<file path="config.mk">
export PLATFORM = sky130hd
export DESIGN_NAME = ahb_sub_csr_mux
export DESIGN_NICKNAME = d
export VERILOG_FILES = /design/src/rtl/ahb_sub_csr_mux_pkg.sv /design/src/rtl/ahb_sub_csr_mux_timeout.sv /design/src/rtl/ahb_sub_csr_mux.sv
export SDC_FILE = /design/constraint.sdc
export NUM_CORES = 1
export LEC_CHECK = 0
export CAP_MARGIN = 40
export CORE_MARGIN = 2
export CORE_UTILIZATION = 30
export CTS_CLUSTER_DIAMETER = 40
export CTS_CLUSTER_SIZE = 28
export DETAILED_ROUTE_END_ITERATION = 7
export HOLD_SLACK_MARGIN = 0.08
export PLACE_DENSITY_LB_ADDON = 0.2
export SYNTH_ARGS = -nofsm -noshare
export SYNTH_HDL_FRONTEND = slang
export SYNTH_SLANG_ARGS = --single-unit
export TNS_END_PERCENT = 30
</file>
<file path="constraint.sdc">
create_clock -name hclk_i -period 3.8 [get_ports hclk_i]
set_input_delay 0.76 -clock hclk_i [delete_from_list [all_inputs] [get_ports hclk_i]]
set_output_delay 0.76 -clock hclk_i [all_outputs]
set_load 0.02 [all_outputs]
</file>
<file path="src/rtl/ahb_sub_csr_mux_pkg.sv">
// Shared AHB types, legality/strobe helpers and bridge state encoding for the
// AHB subordinate to multi-target CSR bridge.
package ahb_sub_csr_mux_pkg;

   localparam int DW  = 32;
   localparam int NB  = DW / 8;
   localparam int LNB = $clog2(NB);

   typedef logic [31:0]   haddr_t;
   typedef logic [DW-1:0] hdata_t;
   typedef logic [2:0]    hsize_t;

   typedef enum logic [1:0] {
      HTRANS_IDLE   = 2'b00,
      HTRANS_BUSY   = 2'b01,
      HTRANS_NONSEQ = 2'b10,
      HTRANS_SEQ    = 2'b11
   } htrans_e;

   typedef enum logic {
      HRESP_OKAY  = 1'b0,
      HRESP_ERROR = 1'b1
   } hresp_e;

   typedef enum logic [2:0] {IDLE, VALID, RESP, ERR1, ERR2} csr_mux_state_e;

   // Size must fit the bus and the address must be naturally aligned to it.
   function automatic logic ahb_size_ok(input hsize_t hsize, input haddr_t addr, input int nb);
      logic [31:0] bytes;
      bytes = 32'd1 << hsize;
      if (bytes > 32'(nb)) return 1'b0;
      return (addr & (bytes - 32'd1)) == 32'd0;
   endfunction

   function automatic logic [NB-1:0] ahb_wstrb(input hsize_t hsize, input haddr_t addr, input int nb);
      logic [31:0] ones;
      logic [31:0] off;
      ones = (32'd1 << (32'd1 << hsize)) - 32'd1;
      off  = addr & 32'(nb - 1);
      return NB'(ones << off);
   endfunction

endpackage

</file>
<file path="src/rtl/ahb_sub_csr_mux_timeout.sv">
// Access timeout counter: clears while idle, counts enabled cycles and flags
// the last permitted cycle. TIMEOUT_CYC = 0 disables expiry entirely.
module ahb_sub_csr_mux_timeout #(
   parameter int TIMEOUT_CYC = 256
) (
   input  logic clk_i,
   input  logic rst_i,
   input  logic clr_i,
   input  logic en_i,
   output logic expire_o
);

   generate
      if (TIMEOUT_CYC == 0) begin : g_off
         logic unused_tmo;
         assign unused_tmo = ^{clk_i, rst_i, clr_i, en_i};
         assign expire_o   = 1'b0;
      end else begin : g_on
         localparam int CW = (TIMEOUT_CYC > 1) ? $clog2(TIMEOUT_CYC) : 1;
         logic [CW-1:0] cnt_q, cnt_d;

         always_comb begin
            cnt_d = cnt_q;
            if (clr_i)     cnt_d = '0;
            else if (en_i) cnt_d = cnt_q + 1'b1;
         end

         always_ff @(posedge clk_i) begin
            if (rst_i) cnt_q <= '0;
            else       cnt_q <= cnt_d;
         end

         assign expire_o = en_i && (cnt_q == CW'(TIMEOUT_CYC - 1));
      end
   endgenerate

endmodule

</file>
<file path="src/rtl/ahb_sub_csr_mux.sv">
// AHB subordinate fanning out to NUM_TGT CSR targets selected by haddr bits
// above TGT_LSB, with narrow-write strobes, two-cycle ERROR and access timeout.
module ahb_sub_csr_mux
   import ahb_sub_csr_mux_pkg::*;
#(
   parameter int NUM_TGT      = 4,
   parameter int TGT_LSB      = 12,
   parameter int TIMEOUT_CYC  = 256,
   parameter int ALLOW_NARROW = 1
) (
   input  logic                        hclk_i,
   input  logic                        hreset_i,
   input  logic                        hsel_i,
   input  haddr_t                      haddr_i,
   input  htrans_e                     htrans_i,
   input  hsize_t                      hsize_i,
   input  logic                        hwrite_i,
   input  hdata_t                      hwdata_i,
   input  logic                        hready_i,
   output hdata_t                      hrdata_o,
   output hresp_e                      hresp_o,
   output logic                        hready_o,
   output logic [NUM_TGT-1:0]          sub_valid_o,
   input  logic [NUM_TGT-1:0]          sub_ready_i,
   output haddr_t                      sub_addr_o,
   output logic                        sub_write_o,
   output hdata_t                      sub_wdata_o,
   output logic [NB-1:0]               sub_wstrb_o,
   input  logic [NUM_TGT-1:0][DW-1:0]  sub_rdata_i
);

   localparam int     TW   = (NUM_TGT > 1) ? $clog2(NUM_TGT) : 1;
   localparam hsize_t FULL = hsize_t'(LNB);

   csr_mux_state_e    state_q, state_d;
   logic              hready_q, hready_d;
   hresp_e            hresp_q, hresp_d;
   logic [NUM_TGT-1:0] valid_q, valid_d;
   haddr_t            addr_q, addr_d;
   logic              write_q, write_d;
   logic [NB-1:0]     wstrb_q, wstrb_d;
   logic [TW-1:0]     idx_q, idx_d;
   hdata_t            rdata_q, rdata_d;

   haddr_t tgt_field;
   logic   accept, legal, sel_ready, expire, tmo_en, tmo_clr;

   // The whole field above TGT_LSB is decoded so aliases beyond NUM_TGT error out.
   assign tgt_field = haddr_i >> TGT_LSB;
   assign accept    = hsel_i && hready_i &&
                      (htrans_i == HTRANS_NONSEQ || htrans_i == HTRANS_SEQ);
   assign legal     = (tgt_field < 32'(NUM_TGT)) &&
                      ahb_size_ok(hsize_i, haddr_i, NB) &&
                      (hwrite_i || hsize_i == FULL) &&
                      ((ALLOW_NARROW != 0) || hsize_i == FULL);
   assign sel_ready = sub_ready_i[idx_q];
   assign tmo_en    = (state_q == VALID);
   assign tmo_clr   = (state_q != VALID);

   ahb_sub_csr_mux_timeout #(.TIMEOUT_CYC(TIMEOUT_CYC)) u_timeout (
      .clk_i    (hclk_i),
      .rst_i    (hreset_i),
      .clr_i    (tmo_clr),
      .en_i     (tmo_en),
      .expire_o (expire)
   );

   always_comb begin
      state_d = state_q;
      addr_d  = addr_q;
      write_d = write_q;
      wstrb_d = wstrb_q;
      idx_d   = idx_q;
      rdata_d = rdata_q;
      case (state_q)
         VALID: begin
            // Ready takes priority over a coincident timeout.
            if (sel_ready) begin
               state_d = RESP;
               if (!write_q) rdata_d = sub_rdata_i[idx_q];
            end else if (expire) begin
               state_d = ERR1;
            end
         end
         ERR1: state_d = ERR2;
         default: begin
            if (accept && legal) begin
               state_d = VALID;
               addr_d  = haddr_i;
               write_d = hwrite_i;
               wstrb_d = hwrite_i ? ahb_wstrb(hsize_i, haddr_i, NB) : '1;
               idx_d   = tgt_field[TW-1:0];
            end else if (accept) begin
               state_d = ERR1;
            end else begin
               state_d = IDLE;
            end
         end
      endcase

      hready_d = !(state_d == VALID || state_d == ERR1);
      hresp_d  = (state_d == ERR1 || state_d == ERR2) ? HRESP_ERROR : HRESP_OKAY;
      valid_d  = '0;
      if (state_d == VALID) valid_d[idx_d] = 1'b1;
   end

   always_ff @(posedge hclk_i) begin
      if (hreset_i) begin
         state_q  <= IDLE;
         hready_q <= 1'b1;
         hresp_q  <= HRESP_OKAY;
         valid_q  <= '0;
         addr_q   <= '1;
         write_q  <= 1'b0;
         wstrb_q  <= '1;
         idx_q    <= '0;
         rdata_q  <= '0;
      end else begin
         state_q  <= state_d;
         hready_q <= hready_d;
         hresp_q  <= hresp_d;
         valid_q  <= valid_d;
         addr_q   <= addr_d;
         write_q  <= write_d;
         wstrb_q  <= wstrb_d;
         idx_q    <= idx_d;
         rdata_q  <= rdata_d;
      end
   end

   assign hready_o    = hready_q;
   assign hresp_o     = hresp_q;
   assign hrdata_o    = rdata_q;
   assign sub_valid_o = valid_q;
   assign sub_addr_o  = addr_q;
   assign sub_write_o = write_q;
   assign sub_wstrb_o = wstrb_q;
   assign sub_wdata_o = hwdata_i;

endmodule

</file>
Yosys cells after proc, flatten, opt, wreduce, memory -nomap -nowiden

Cells that the tools add are included.

$add $sub $neg: 3
$lt $le $gt $ge: 5
Eq/ne operators: 10
Shift-type cells: 3
Muxes and demuxes: 18
Bitwise operators: 4
Reduce and logical (&&, ||, !) cells: 18

Operators with widths:

| cell                  | count |
|---|---|
| $bmux 32 s2           | 1 |
| $sub 32x1->32 const B | 2 |
| $and 32x32->32        | 1 |
| $gt 32x3->1 const B   | 1 |
| $logic_not 32->1      | 1 |
| $mux 32               | 1 |
| $shl 1x3->32 const A  | 1 |
| $shl 1x32->32 const A | 1 |
| $shl 32x2->4          | 1 |
| $lt 20x3->1 const B   | 1 |
| $eq 3x2->1 const B    | 3 |
| $add 8x1->8 const B   | 1 |
| $eq 8x8->1 const B    | 1 |
| $mux 2                | 4 |
| $logic_and 1x1->1     | 7 |
| $eq 3x1->1 const B    | 2 |
| $lt 2x3->1 const B    | 2 |
| $mux 1                | 6 |
| $mux 3                | 2 |
| $pmux 3 s2            | 1 |
| $reduce_or 2->1       | 3 |
| $eq 2x2->1 const B    | 2 |
| $logic_or 1x1->1      | 4 |
| $mux 4                | 1 |
| other kinds (9)       | 11 |

Register bits: 88
Word-level logic and storage cells: 71

Logic depth before layout (Yosys ltp)

Gate-level depths: netlist of the first run.

Depth after elaboration: 14
Depth in mapped cells: 11
Mapped depth without buffers: 8

Modules after synthesis

Synthesis of the first run repeated with hierarchy kept, for this count alone.

Cell total of the unflattened synthesis: 482
Area, all modules: 4610.7 sq um

Modules (own cells, without submodules):

| module                  | times used | cells an instance | area each (sq um) | sequential area each (sq um) |
|---|---|---|---|---|
| ahb_sub_csr_mux         | 1          | 442               | 4256.6            | 1601.5 |
| ahb_sub_csr_mux_timeout | 1          | 40                | 354.1             | 160.2 |

Worst setup path before layout of the first run

No wires, ideal clock.

Path kind: in2reg
Start: in hsize_i[1]
End: reg wstrb_q[1] (netlist: sub_wstrb_o[1])
Library setup time: 0.120 ns
Data arrival time: 2.697 ns
Required time: 3.680 ns
Path slack: 0.983 ns
Stages: 10
Buffers on the path: 2
Path through: buf_6 nor3b_1 inv_1 ha_1 nor2b_1 o2111a_2 and3_1 clkbuf_1 and4_1 a211o_1

Cells in the longest elaborated chain, start to end: 9
Elaborated cells on any way between the ends: 17
Classes of those cells: 2 x add/sub; 1 x order compare; 1 x eq/ne; 3 x shift; 3 x mux; 1 x bitwise; 6 x reduce/logical

RTL lines:

| item                       | line                                                 | source |
|---|---|---|
| start: declaration         | ahb_sub_csr_mux.sv:16                                | `input hsize_t hsize_i,` |
| $shl 1x3->32               | ahb_sub_csr_mux_pkg.sv:30, ahb_sub_csr_mux_pkg.sv:38 |  |
| $sub 32x1->32              | ahb_sub_csr_mux_pkg.sv:32                            | `return (addr & (bytes - 32'd1)) == 32'd0;` |
| $and 32x32->32             | ahb_sub_csr_mux_pkg.sv:32                            |  |
| $logic_not 32->1           | ahb_sub_csr_mux_pkg.sv:32                            |  |
| $mux 1                     | ahb_sub_csr_mux_pkg.sv:32                            |  |
| $logic_and 1x1->1          | ahb_sub_csr_mux.sv:52                                | `assign legal = (tgt_field < 32'(NUM_TGT)) &&` |
| $logic_and 1x1->1          | ahb_sub_csr_mux.sv:53                                | `ahb_size_ok(hsize_i, haddr_i, NB) &&` |
| $logic_and 1x1->1          | ahb_sub_csr_mux.sv:87                                | `if (accept && legal) begin` |
| $reduce_and 2->1 (no line) | --                                                   |  |
| end signal: assignment     | ahb_sub_csr_mux.sv:125                               | `wstrb_q <= wstrb_d;` |
| end: declaration           | ahb_sub_csr_mux.sv:41                                | `logic [NB-1:0] wstrb_q, wstrb_d;` |

Parallel ways exist; a longest one is shown, timed or not.
A chain may end at the register's enable or synchronous reset.

Final worst setup path of the first run

Start: in hsize_i[2]
End: reg valid_q[1] (netlist: sub_valid_o[1])

Cells in the longest elaborated chain, start to end: 14
Elaborated cells on any way between the ends: 24
Classes of those cells: 1 x add/sub; 3 x order compare; 2 x eq/ne; 1 x shift; 8 x mux; 2 x bitwise; 7 x reduce/logical

RTL lines:

| item                                                                  | line                      | source |
|---|---|---|
| $shl 1x3->32                                                          | ahb_sub_csr_mux_pkg.sv:30 | `bytes = 32'd1 << hsize;` |
| $sub 32x1->32                                                         | ahb_sub_csr_mux_pkg.sv:32 |  |
| $and 32x32->32                                                        | ahb_sub_csr_mux_pkg.sv:32 |  |
| $logic_not 32->1                                                      | ahb_sub_csr_mux_pkg.sv:32 |  |
| $mux 1                                                                | ahb_sub_csr_mux_pkg.sv:32 |  |
| $logic_and 1x1->1                                                     | ahb_sub_csr_mux.sv:52     |  |
| $logic_and 1x1->1 (*)                                                 | ahb_sub_csr_mux.sv:53     |  |
| $logic_and 1x1->1 (*)                                                 | ahb_sub_csr_mux.sv:87     |  |
| $mux 2                                                                | ahb_sub_csr_mux.sv:87     |  |
| $mux 2                                                                | ahb_sub_csr_mux.sv:75     | `case (state_q)` |
| $lt 2x3->1 (not written as such) / $ge 2x1->1 (equally long branches) | ahb_sub_csr_mux.sv:104    | `if (state_d == VALID) valid_d[idx_d] = 1'b1;` |
| $logic_and 1x1->1 (not written as such)                               | ahb_sub_csr_mux.sv:104    |  |
| $mux 1 (not written as such)                                          | ahb_sub_csr_mux.sv:104    |  |
| $demux 1 s2                                                           | ahb_sub_csr_mux.sv:104    |  |
| end signal: assignment                                                | ahb_sub_csr_mux.sv:122    | `valid_q <= valid_d;` |
| end: declaration                                                      | ahb_sub_csr_mux.sv:38     | `logic [NUM_TGT-1:0] valid_q, valid_d;` |

Every way passes the cells marked *; elsewhere a longest branch is shown, timed or not.

==> results of run 1 <==
[through the flow]
step           area, sq um  hold slack [ps]  cells  util [%]
2_1_floorplan         4740              430    498         -
5_1_grt               7510              465    918      49.0
3_3_place_gp          7170              436    901      46.8
6_report              7510              451    918      49.0
4_1_cts               7510              454    918      49.0
3_5_place_dp          7180              438    902      46.9
[worst min-delay path by stage]
stage,start,end,slack [ps],cells past startpoint
2_1_floorplan,u_timeout.g_on.cnt_q[0],u_timeout.g_on.cnt_q[0],430,1
3_3_place_gp,sub_addr_o[14],sub_addr_o[14],440,1
3_5_place_dp,sub_addr_o[31],sub_addr_o[31],440,1
4_1_cts,hrdata_o[23],hrdata_o[23],450,2
5_1_grt,sub_addr_o[27],sub_addr_o[27],470,1
6_report,sub_addr_o[20],sub_addr_o[20],450,1
[logic make-up (layout without fill, tap and decap cells)]
logic type	count (synthesis)	after routing
other	1	1
AOI/OAI and AO/OA	116	116
adders and majority gates	4	4
DFF	88	88
muxes	33	33
and+or+nand+nor	171	171
xor gates and xnor gates	7	7
buffers and inverters	78	287
[state kept, by name, indices dropped and copies added, names as in the netlist]
name,cells
hrdata_o,32
hready_o,1
hresp_o,1
idx_q,2
state_q,3
sub_addr_o,32
sub_valid_o,4
sub_write_o,1
sub_wstrb_o,4
u_timeout.g_on.cnt_q,8
[metal layers]
layer	share of wire, %	global-route usage (%)
met4	2.3	7.91
met3	6.9	4.79
met2	52	33.5
met5	0	0
met1	39	21.1
[area by class of cell]
class                           count  area, sq um  area share (%)
Multi-Input combinational cell    332         2530            33.7
Sequential cell                    88         1760            23.5
Clock inverter                      6         90.1            1.20
Inverter                            6         22.5           0.300
Timing Repair Buffer              265         2600            34.6
Clock buffer                       10          239            3.18
Tap cell                          211          264            3.51
[placed cells by master, fill, tap and decap left out, drive strengths merged, types with 3 or more instances in the layout]
cell type / Yosys / final
nor3b: 4 / 4
a21o: 19 / 19
o21a: 3 / 3
nor2: 15 / 15
nor2b: 7 / 7
mux4: 33 / 33
xor2: 4 / 4
and3: 3 / 3
nand4: 16 / 16
or3: 3 / 3
a211oi: 4 / 4
clkbuf: 25 / 10
dfxtp: 88 / 88
o31ai: 13 / 13
inv: 6 / 7
xnor2: 3 / 3
a21oi: 38 / 38
a211o: 3 / 3
clkdlybuf4s50: 0 / 246
nor4: 4 / 4
a31oi: 3 / 3
nand2b: 3 / 3
buf: 47 / 19
nor3: 9 / 9
o21ai: 19 / 19
nand3: 23 / 23
ha: 4 / 4
nand2: 73 / 73
[power groups by stage]
stage	Sequential [mW]	Clock (mW)	Combinational, mW
after floorplan	0.963	0	0.156
after CTS	0.934	1.00	0.347
after global placement	0.954	0	0.337
after detailed placement	0.955	0	0.345
final	0.934	0.974	0.346
after global routing	0.934	1.04	0.371
==> reports/qor.yml, run 1 <==
critical_path:
  worstPathArrival_ps: 3460
  worst-setup-path-type: "input port to flop"
  cp-start-kind: "input port"
  max_stage_delay_ps: 600
  cp-end-kind: "flop"
  reg2regPathDepth: 5
  endpoint: "sub_valid_o[1]"
  cp-startpoint: "hsize_i[2]"
  r2r_end: "sub_valid_o[1]"
  r2r_setup_slack_ps: 1710
  crit_slowest_cell: "clkdlybuf4s50_1"
  reg2reg_from: "state_q[2]"
  crit_chain: "clkdlybuf4s50_1 -> nand3_1 -> ha_1 -> a211o_1 -> nor3_4 -> o2111ai_4 -> or4b_1 -> a211oi_2"
  worstSetupPathDepth: 8
  path_delay_family: "simple AND/OR/NAND/NOR gates"
  critPathBufInv: 1
  crit_fanout: 18
  critical_path_required_ps: 4060
clocking:
  htree_levels: 3
  cts_buffer_depth: 2
  cts_made_buffers: 9
  clock_latency_ps: 350
  hold_buffers: 0
  cts.sinks: 88
  clkTransAtPathRegs_ps: 70
  cts_tree: "built"
  clockRootBuffer: "clkbuf_16"
  post_cts_buffers: 0
  cts_resized: 0
timing:
  setup-tns-final_ps: 0
  period_share_pct: 84.4
  tightest_slew_ps: 666
  fin_crit_ps: 3210
  timing.final.ws_setup_ps: 594
  hold_viol_final: 0
  slew_headroom_pct: 55.6
  setup_violations: 0
  rsz0062_at_grt: "no"
  max_freq_mhz: 312
  slew_violations: 0
  fin_skew_ps: 8.45
global_routing:
  overflow: 0
  antenna_found_initial: 0
  grt_pass1_vias: 4684
  grt_max_degree: 58
  grt_pass1_wl_mm: 24.3
  grtUsageTotal_pct: 18.8
yosys:
  synth_area_sq_mm: 0.00474
  synth_top_family_by_area: "simple AND/OR/NAND/NOR gates"
  yosysTopAreaCellShare_pct: 37.2
  yosys.area.top_type: "dfxtp_1"
  synth_most_common_cell: "dfxtp_1"
  dominantRegCellSynth: "dfxtp_1"
  synthSimpleGateAreaFrac_pct: 18.5
  async_reset_ff_share_pct: 0
  netlist_instances: 498
  syn-num-nets: 708
  synthTopCellsByCount: "dfxtp_1 (88), nand2_1 (73), a21oi_1 (37), mux4_2 (33), buf_4 (32)"
  synth_xor_area_share_pct: 1.29
  yosys_register_bits: 88
  synthAdderAreaFrac_pct: 1.06
  yosysUniqueCellTypes: 58
  synth_edf_count: 0
  ys_seq_area_share_pct: 37.2
  synth_area_leaders: "dfxtp_1 (37%), mux4_2 (16%), nand2_1 (5.8%), buf_4 (5.1%), a21oi_1 (3.9%)"
  synth_compound_area_share_pct: 16.7
  avgSynthCellArea_sq_um: 9.51
  synthMuxAreaShare_pct: 15.7
  yosysWarnings: 0
power_and_ir_drop:
  seq_power_share_pct: 41.4
  leakagePower_nw: 2.52
  ir_drop_mv: 0.191
  power.internal_mw: 1.75
  pwr-share-comb_pct: 15.3
  power_switching_share_pct: 22.5
  p_per_area_mw_per_mm2: 300
  clockPowerShare_pct: 43.2
  power.total_mw: 2.25
  p_sw_uw: 506
placed_design:
  port_buffers: 247
  place_congestion: 0.795
  hpwl_mm: 12.9
  post-place-ws_ps: 248
drt:
  routed_wirelength_mm: 16.5
  drc_errors: 0
  drt-initial-drc-count: 251
  drt_first_pass_iters: 4
  via_per_inst: 5.08
  wl_per_cell_um: 18.0
  drt.antenna.violating_nets: 0
  vias: 4668
finish:
  area_growth_pct: 58.6
  fin_nets: 912
  n_antenna_cell: 0
  fillers: 1450
  drive_gt1_share_pct: 11.9
floorplan:
  num_rows: 45
  dieArea_sq_mm: 0.0168
  core_sq_mm: 0.0153
  die_w_um: 130
  die_y_um: 130
  start_util_pct: 30.9
  io_pins: 313
worst_hold_path:
  hp-class: "flop to flop"
run:
  maxCapViolations: 0
run_status:
  outcome: "finished, final reports clean"
No activity file was read; power rests on OpenSTA's default activity.
==> inputs of run 2 (changes only) <==
Clock period 3.8 ns to 2.7 ns, I/O delays scaled along.
==> run 2 against run 1 <==
  * Critical path type unchanged
  * Critical endpoint unchanged
  * Count of clock-buffer cells in the layout fell by 1
  * Global-route usage increased by 0.23 points
  * Non-clock buffer count up 20
==> reports/qor.yml, run 2 (same netlist as run 1, synthesis figures left out) <==
run_status:
  outcome: "finished, final reports clean"
critical_path:
  cp-start-kind: "input port"
  critical_path_required_ps: 2950  # -1110 ps
  worstPathArrival_ps: 2650  # -810 ps
  worst-setup-path-type: "input port to flop"
  reg2regPathDepth: 5  # unchanged
  crit_fanout: 5  # -13
  cp-end-kind: "flop"
drt:
  drc_errors: 0  # unchanged
  drt-initial-drc-count: 208  # -17%
  routed_wirelength_mm: 16.4  # -0.39%
  wl_per_cell_um: 17.5  # -2.5%
  drt_first_pass_iters: 4  # unchanged
  vias: 4669  # +0.021%
  drt.antenna.violating_nets: 0  # unchanged
  via_per_inst: 4.98  # -2.1%
timing:
  fin_skew_ps: 4.51  # -3.93 ps
  timing.final.ws_setup_ps: 305  # -289 ps
  period_share_pct: 88.7
  slew_violations: 0  # unchanged
  setup_violations: 0  # unchanged
  fin_crit_ps: 2390
  holdWs_ps: 453  # +2.53 ps
  tightest_slew_ps: 626  # -40.4 ps
  rsz0062_at_grt: "no"
  slew_headroom_pct: 58.3  # +2.7 points
  hold_viol_final: 0  # unchanged
  max_freq_mhz: 418
global_routing:
  grt_pass1_vias: 4741  # +1.2%
  grt_pass1_wl_mm: 24.8  # +2.3%
  overflow: 0  # unchanged
  antenna_found_initial: 0  # unchanged
  grt_max_degree: 38  # -34%
  grtUsageTotal_pct: 19.0  # +0.23 points
placed_design:
  place_congestion: 0.792  # -0.35%
  port_buffers: 247  # unchanged
  dpl.cell_count: 922  # +2.2%
  hpwl_mm: 13.2  # +2.3%
  post-place-ws_ps: -505  # -753 ps
floorplan:
  num_rows: 45  # unchanged
  start_util_pct: 30.9  # unchanged
  die_w_um: 130  # unchanged
  core_sq_mm: 0.0153  # unchanged
  io_pins: 313  # unchanged
  dieArea_sq_mm: 0.0168  # unchanged
  die_y_um: 130  # unchanged
finish:
  fin_cells: 938  # +2.2%
  final_common_cell: "clkdlybuf4s50_1"
  fin_util_pct: 50.0  # +0.92 points
  fillers: 1449  # -0.069%
  n_antenna_cell: 0  # unchanged
  final_cell_mix: "clkdlybuf4s50_1 (243), dfxtp_1 (87), nand2_1 (73)"
  area_growth_pct: 61.6
  fin_nets: 932  # +2.2%
  drive_gt1_share_pct: 14.6  # +2.7 points
power_and_ir_drop:
  ir_drop_mv: 0.261  # +37%
  leakagePower_nw: 2.62  # +4.1%
  p_per_area_mw_per_mm2: 402  # +34%
  power.total_mw: 3.08  # +37%
run:
  maxCapViolations: 0  # unchanged
clocking:
  clockRootBuffer: "clkbuf_16"
  cts_made_buffers: 9  # unchanged
  htree_levels: 3  # unchanged
  cts_tree: "built"
  clock_latency_ps: 340  # about the same
  cts_buffer_depth: 2  # unchanged
  cts.sinks: 88  # unchanged
  clkTransAtPathRegs_ps: 70  # about the same
  post_cts_buffers: 0  # unchanged
  hold_buffers: 0  # unchanged
worst_hold_path:
  hp-class: "flop to flop"
  hold_depth: 2  # +1
[run 2: worst paths after layout]
kind,slack [ps],from,to
worst min register to register,450,hrdata_o[29],hrdata_o[29]
worst min-delay path,450,hrdata_o[29],hrdata_o[29]
worst max-delay path,310,hsize_i[1],sub_valid_o[1]
worst max register to register,640,state_q[2],sub_valid_o[1]
[run 2: final cells by class]
cell class / count / area, sq um / share of cell area, %
sequential: 88 / 1760 / 23.0
multi-input combinational: 332 / 2540 / 33.1
clock inverter: 7 / 80.1 / 1.05
clock buffer: 9 / 225 / 2.94
timing repair buffer: 285 / 2760 / 36.1
tap: 211 / 264 / 3.45
inverter: 6 / 22.5 / 0.294
[run 2: report_power, final]
| part | switching (mW) | internal (mW) |
|---|---|---|
| Combinational | 0.177 | 0.326 |
| Clock | 0.537 | 0.725 |
| Sequential | 0.00507 | 1.31 |
| Total | 0.719 | 2.36 |
[run 2: repair_timing]
item,in CTS,in global routing
pin swaps,0,1
endpoints found under the setup margin,23,25
resized for setup,2,3
[run 2: critical path, cell delays in order]
cell and delay, ps:
dlymetal6s2s_1 190, nand3_1 130, ha_1 230, a211o_1 330
nor3_4 240, o2111ai_4 180, or4b_1 560, a211oi_2 250
[run 2: stage by stage]
stage | area (sq um) | setup TNS (ps)
global route | 7650 | 0
global placement | 7330 | -11690
CTS | 7640 | -41.5
finish | 7650 | 0
detailed placement | 7330 | -16500
floorplan | 4740 | 0
[run 2: layer usage]
| layer | part of all wire [%] | global-route usage (%) |
|---|---|---|
| met1 | 40 | 22.6 |
| met4 | 1.7 | 6.01 |
| met5 | 0 | 0 |
| met2 | 51 | 34.0 |
| met3 | 6.4 | 4.25 |
